[src/rtl/loop_predictor_table.sv]
`default_nettype none
// ============================================================================
//  Module      : loop_predictor_table
//  Description : Fetch-side loop predictor. Learns trip counts of backward
//                branches resolved in EX and predicts them once trusted.
//  Revision    : 1.0 - initial release
// ============================================================================
module loop_predictor_table #(
    parameter int ENTRIES    = 4,
    parameter int ADDR_WIDTH = 32,
    parameter int CNT_WIDTH  = 10,
    parameter int CONF_WIDTH = 2,
    parameter int PIPE_DIST  = 1
) (
    input  logic                  cpu_clk,
    input  logic                  cpu_rst,
    input  logic [ADDR_WIDTH-1:0] pc,
    output logic                  loop_hit,
    output logic                  loop_confident,
    output logic                  loop_predict_taken,
    input  logic                  branch_ex,
    input  logic [ADDR_WIDTH-1:0] pc_ex,
    input  logic                  backward_ex,
    input  logic                  taken_ex,
    input  logic                  loop_flush
);

    localparam int                  C_RR_W    = (ENTRIES > 1) ? $clog2(ENTRIES) : 1;
    localparam logic [CNT_WIDTH:0]  C_PIPE    = (CNT_WIDTH+1)'(PIPE_DIST);
    localparam logic [C_RR_W-1:0]   C_RR_LAST = C_RR_W'(ENTRIES-1);

    logic [ENTRIES-1:0]    valid_q, valid_d;
    logic [ENTRIES-1:0]    ovf_q,   ovf_d;
    logic [ADDR_WIDTH-1:0] tag_q  [ENTRIES];
    logic [ADDR_WIDTH-1:0] tag_d  [ENTRIES];
    logic [CNT_WIDTH-1:0]  trip_q [ENTRIES];
    logic [CNT_WIDTH-1:0]  trip_d [ENTRIES];
    logic [CNT_WIDTH-1:0]  iter_q [ENTRIES];
    logic [CNT_WIDTH-1:0]  iter_d [ENTRIES];
    logic [CONF_WIDTH-1:0] conf_q [ENTRIES];
    logic [CONF_WIDTH-1:0] conf_d [ENTRIES];
    logic [C_RR_W-1:0]     rr_q,    rr_d;

    logic              w_hit;
    logic [C_RR_W-1:0] w_hit_idx;
    logic              w_ex_hit;
    logic [C_RR_W-1:0] w_ex_idx;

    // Tags are unique, so at most one entry can match either port.
    always_comb begin
        w_hit     = 1'b0;
        w_hit_idx = '0;
        w_ex_hit  = 1'b0;
        w_ex_idx  = '0;
        for (int i = 0; i < ENTRIES; i++) begin
            if (valid_q[i] && (tag_q[i] == pc)) begin
                w_hit     = 1'b1;
                w_hit_idx = C_RR_W'(i);
            end
            if (valid_q[i] && (tag_q[i] == pc_ex)) begin
                w_ex_hit = 1'b1;
                w_ex_idx = C_RR_W'(i);
            end
        end
    end

    assign loop_hit           = w_hit;
    assign loop_confident     = w_hit && (&conf_q[w_hit_idx]);
    assign loop_predict_taken = loop_confident &&
                                (({1'b0, iter_q[w_hit_idx]} + C_PIPE) < {1'b0, trip_q[w_hit_idx]});

    always_comb begin
        valid_d = valid_q;
        ovf_d   = ovf_q;
        tag_d   = tag_q;
        trip_d  = trip_q;
        iter_d  = iter_q;
        conf_d  = conf_q;
        rr_d    = rr_q;
        if (loop_flush) begin
            for (int i = 0; i < ENTRIES; i++) begin
                valid_d[i] = 1'b0;
                ovf_d[i]   = 1'b0;
                iter_d[i]  = '0;
                conf_d[i]  = '0;
            end
            rr_d = '0;
        end else if (branch_ex) begin
            if (w_ex_hit) begin
                if (taken_ex) begin
                    // Once overflowed the iteration count is meaningless; pin it.
                    if (!ovf_q[w_ex_idx]) begin
                        if (&iter_q[w_ex_idx]) begin
                            ovf_d[w_ex_idx] = 1'b1;
                        end else begin
                            iter_d[w_ex_idx] = iter_q[w_ex_idx] + 1'b1;
                        end
                    end
                end else begin
                    if (ovf_q[w_ex_idx]) begin
                        valid_d[w_ex_idx] = 1'b0;
                    end else if (iter_q[w_ex_idx] == trip_q[w_ex_idx]) begin
                        if (!(&conf_q[w_ex_idx])) begin
                            conf_d[w_ex_idx] = conf_q[w_ex_idx] + 1'b1;
                        end
                    end else begin
                        trip_d[w_ex_idx] = iter_q[w_ex_idx];
                        conf_d[w_ex_idx] = '0;
                    end
                    iter_d[w_ex_idx] = '0;
                    ovf_d[w_ex_idx]  = 1'b0;
                end
            end else if (backward_ex && taken_ex) begin
                valid_d[rr_q] = 1'b1;
                tag_d[rr_q]   = pc_ex;
                iter_d[rr_q]  = CNT_WIDTH'(1);
                trip_d[rr_q]  = '0;
                conf_d[rr_q]  = '0;
                ovf_d[rr_q]   = 1'b0;
                rr_d          = (rr_q == C_RR_LAST) ? '0 : rr_q + 1'b1;
            end
        end
    end

    always_ff @(posedge cpu_clk) begin
        if (cpu_rst) begin
            valid_q <= '0;
            ovf_q   <= '0;
            rr_q    <= '0;
            for (int i = 0; i < ENTRIES; i++) begin
                tag_q[i]  <= '0;
                trip_q[i] <= '0;
                iter_q[i] <= '0;
                conf_q[i] <= '0;
            end
        end else begin
            valid_q <= valid_d;
            ovf_q   <= ovf_d;
            rr_q    <= rr_d;
            tag_q   <= tag_d;
            trip_q  <= trip_d;
            iter_q  <= iter_d;
            conf_q  <= conf_d;
        end
    end

endmodule
`default_nettype wire
[config.mk]
export PLATFORM = sky130hd
export DESIGN_NAME = loop_predictor_table
export DESIGN_NICKNAME = d
export VERILOG_FILES = /design/src/rtl/loop_predictor_table.sv
export SDC_FILE = /design/constraint.sdc
export NUM_CORES = 1
export LEC_CHECK = 0
export CORE_MARGIN = 4
export CORE_UTILIZATION = 25
export DETAILED_ROUTE_END_ITERATION = 10
export GPL_ROUTABILITY_DRIVEN = 0
export PLACE_DENSITY = 0.43
export SYNTH_ARGS = -nofsm -noshare
export SYNTH_HDL_FRONTEND = slang
export SYNTH_SLANG_ARGS = --single-unit
export TNS_END_PERCENT = 1
[constraint.sdc]
create_clock -name cpu_clk -period 7.4 [get_ports cpu_clk]
set_clock_uncertainty 0.2 [all_clocks]
set_input_delay 0.74 -clock cpu_clk [delete_from_list [all_inputs] [get_ports cpu_clk]]
set_output_delay 0.74 -clock cpu_clk [all_outputs]
set_load 0.01 [all_outputs]
==> flow_metrics.py <==
metrics = {
    "pwr": {
        "peakVddDrop_mv": 0.133,
        "switchingPower_w": 0.000793,
        "power_frac_comb_pct": 9.6,
        "power.leakage_nw": 6.08,
        "powerDensity_nw_per_um2": 179,
        "swShare_pct": 26.2,
        "p_int_w": 0.00223,
        "total_power_w": 0.00303,
        "power_frac_seq_pct": 40.6,
        "pwr-share-clk_pct": 49.8,
    },
    "clock_network": {
        "clk_pin_slew_ns": 0.06,
        "clock_path_buffers": 3,
        "cts-htree-levels": 1,
        "hold_buffers": 0,
        "clkSinkCount": 226,
        "cts_resized": 0,
        "cts_tree": "built",
        "root_buffer": "clkbuf_16",
        "numCtsBuffers": 28,
        "clkLatencyLatePin_ns": 0.59,
        "post_cts_buffers": 0,
    },
    "floorplanning": {
        "start_util_pct": 25.3,
        "core_um2": 56400,
        "die_width_um": 247,
        "rows": 87,
        "pin_count": 73,
        "die_h_um": 247,
        "die_area_um2": 60800,
    },
    "timing": {
        "period_minus_slack_ns": 7.11,
        "hold_viol_final": 0,
        "setup_viol": 0,
        "slew_headroom_pct": 30.7,
        "fin_tns_setup_ns": 0,
        "worst_slew_pin_slew_ns": 1.04,
        "slew_viol_final": 0,
        "fin_crit_sh_pct": 96.1,
        "rsz0062_at_grt": "false",
        "clock.fmax_ghz": 0.141,
    },
    "worst_hold_path": {
        "hold_path_depth": 2,
        "hold_path_end": "iter_q[21]",
        "min_path_type": "reg -> reg",
        "worstHoldStart": "iter_q[21]",
    },
    "final_layout": {
        "fillers": 6157,
        "final-seq-area_um2": 4520,
        "multi_input_area_um2": 9060,
        "n_antenna_cell": 0,
        "fin_cells": 2609,
        "layout-drive-gt1-share_pct": 8.96,
        "fin_util_pct": 30.0,
        "nets": 1917,
        "syn_to_final_growth_pct": 18.9,
    },
    "synthesis": {
        "ys_types": 76,
        "netlist_area_um2": 14200,
        "syn_nets": 1871,
        "synth_edf_count": 0,
        "syn_avg_cell_area_um2": 7.98,
        "ys_ff_latch": 226,
        "ys.flop_type": "dfxtp_1",
        "seq_area_frac_synth_pct": 31.8,
        "synthCells": 1785,
        "yosys_warnings": 0,
        "synthArstFlopShare_pct": 0,
    },
    "drt": {
        "dr.first_iter.drc_count": 1621,
        "dr.pass1.iters": 6,
        "wirelength_um": 66200,
        "drcViolationCount": 0,
        "avgViaCountPerCell": 5.38,
        "ant_nets": 0,
        "wire_per_inst_um": 25.4,
        "num_vias": 14033,
    },
    "global_routing": {
        "grt_pass1_vias": 13429,
        "grt_max_degree": 77,
        "overflow": 0,
        "grt_pass1_wl_um": 95400,
        "grt_usage_pct": 21.1,
        "antenna_found_initial": 0,
    },
    "worst_setup_path": {
        "arrival_ns": 6.17,
        "slowest_stage": "clkdlybuf4s50_1",
        "crit_family": "simple AND/OR/NAND/NOR gates",
        "cp_cell_sequence": "clkdlybuf4s50_1 > xor2_1 > or4_1 > nor4_1 > nand4_1 > buf_4 > and2_1 > o211ai_1 > o21ai_0 > mux2i_2 > inv_1 > ha_1 > nor2b_1 > nand2_1 > nor2_1 > xnor2_1 > ha_1 > nand3_1 > a21oi_1 > a2111oi_1 > o21a_1 > clkdlybuf4s50_1",
        "critical_path.max_stage_delay_ns": 0.57,
        "critPathKind": "in -> out",
        "regToRegSetupSlack_ns": 1.69,
        "critical_path_buf_inv_count": 4,
        "worst_setup_path_start_kind": "primary input",
        "reg2reg_from": "tag_q[9]",
        "cp.required_ns": 6.46,
        "reg2regPathDepth": 16,
        "cp-end-kind": "output pin",
        "r2r-end": "iter_q[1]",
        "path_max_fanout": 21,
    },
    "placed_design": {
        "place_inst": 2557,
        "port-buffer-count": 72,
        "dp_hpwl_um": 50100,
    },
    "job": {
        "drv_cap": 0,
    },
    "run_status": {
        "status": "finished, final reports clean",
    },
}
[stage by stage]
stage	hold WS (ns)	worst slack, ns	instance area, um2
5_1_grt	0.293	0.0286	16900
3_5_place_dp	0.266	0.278	15900
4_1_cts	0.281	0.234	16900
3_3_place_gp	0.268	0.253	15900
2_1_floorplan	0.241	1.88	14200
6_report	0.281	0.290	16900
[power by group through the flow]
stage	sequential, W	clock (W)	combinational (W)
after floorplan	0.00125	0	0.000154
after global placement	0.00126	0	0.000282
after detailed placement	0.00126	0	0.000281
after CTS	0.00123	0.00153	0.000283
after global routing	0.00123	0.00158	0.000303
final	0.00123	0.00151	0.000290
[kinds of logic after synthesis]
family          synth area share (%)
simple gates                    23.3
compound gates                  18.0
xor+xnor                        16.7
flops                           31.8
buf+inv                         4.83
mux                             3.94
fa+ha+maj                       1.41
[final cells by class]
type,count,area share [%]
multi-input cells,1395,53.5
clock inverters,18,1.40
well taps,756,5.59
repair buffers,147,7.57
flip-flops and latches,226,26.7
clock buffers,34,4.51
inverters,33,0.732
[flip-flops by register name, indices dropped and copies added, names as in the netlist, named ones only]
register / cells
rr_q: 2
iter_q: 40
conf_q: 8
valid_q: 4
tag_q: 128
trip_q: 40
[synth_stat cells (5+ instances only)]
| cell type | instances | share of area, % |
|---|---|---|
| or3_1 | 8 | 0.35 |
| a21oi_1 | 152 | 5.3 |
| nor4b_1 | 5 | 0.31 |
| and3_1 | 14 | 0.62 |
| inv_1 | 33 | 0.87 |
| clkbuf_1 | 92 | 2.4 |
| mux2i_1 | 56 | 3.9 |
| nor3_1 | 27 | 0.95 |
| nor4_1 | 49 | 2.2 |
| o211ai_1 | 15 | 0.79 |
| nor2_1 | 116 | 3.1 |
| xnor2_1 | 167 | 10 |
| a211o_1 | 5 | 0.31 |
| or4_1 | 10 | 0.53 |
| o2bb2ai_1 | 5 | 0.31 |
| a21o_1 | 7 | 0.37 |
| nand3_1 | 40 | 1.4 |
| a22o_1 | 35 | 2.2 |
| o41ai_1 | 5 | 0.31 |
| o32ai_2 | 9 | 1.0 |
| o21a_1 | 7 | 0.37 |
| nand4_1 | 57 | 2.5 |
| a32o_1 | 12 | 0.84 |
| o31ai_1 | 9 | 0.47 |
| buf_2 | 25 | 0.88 |
| a211oi_1 | 25 | 1.3 |
| nand2b_1 | 21 | 0.92 |
| o21ai_0 | 42 | 1.5 |
| dfxtp_1 | 226 | 32 |
| nand4b_1 | 12 | 0.74 |
| xor2_1 | 104 | 6.4 |
| buf_1 | 7 | 0.18 |
| nand2_1 | 282 | 7.4 |
| ha_1 | 16 | 1.4 |
[worst reg2reg max path, delay by kind of cell (launching register included)]
| kind | cells | cell delay, ns |
|---|---|---|
| flip-flops | 1 | 0.37 |
| XOR/XNOR | 1 | 0.45 |
| AO/OA/AOI/OAI | 4 | 1.07 |
| adder cells (fa/ha/maj) | 1 | 0.31 |
| buffers and inverters | 3 | 0.70 |
| AND/OR/NAND/NOR | 7 | 2.53 |
[placed cells by master, fill, tap and decap left out, types with 9 or more instances in the layout]
master	count
a21oi_1	152
nor3_1	26
dfxtp_1	226
nand4_1	57
mux2i_1	55
buf_4	76
nor4_1	48
inv_1	33
nand2_1	282
and3_1	13
clkbuf_16	28
xor2_1	104
or4_1	10
a22o_1	35
a211oi_1	25
o21ai_0	42
nand4b_1	12
o31ai_1	9
nand2b_1	21
o32ai_2	9
nor2_1	116
xnor2_1	166
o211ai_1	15
ha_1	16
clkdlybuf4s50_1	71
nand3_1	39
a32o_1	12
[per-layer routing]
metal	vias to the layer above	share of wire, %	track usage (%)
met3	118	8.2	3.73
met4	0	2.9	5.74
li1	6392	-	-
met5	-	0	0
met1	6853	47	31.3
met2	670	42	31.4
[how the worst max path moves through the flow]
| stage | slack [ns] | from | depth (start not counted) | end |
|---|---|---|---|---|
| after floorplan | 1.88 | pc[9] | 16 | loop_predict_taken |
| after CTS | 0.23 | pc[9] | 22 | loop_predict_taken |
| after global routing | 0.03 | pc[18] | 22 | loop_predict_taken |
| after detailed placement | 0.28 | pc[9] | 22 | loop_predict_taken |
| final | 0.29 | pc[18] | 22 | loop_predict_taken |
| after global placement | 0.25 | pc[18] | 21 | loop_predict_taken |
Power figures use the tool's default switching activity.
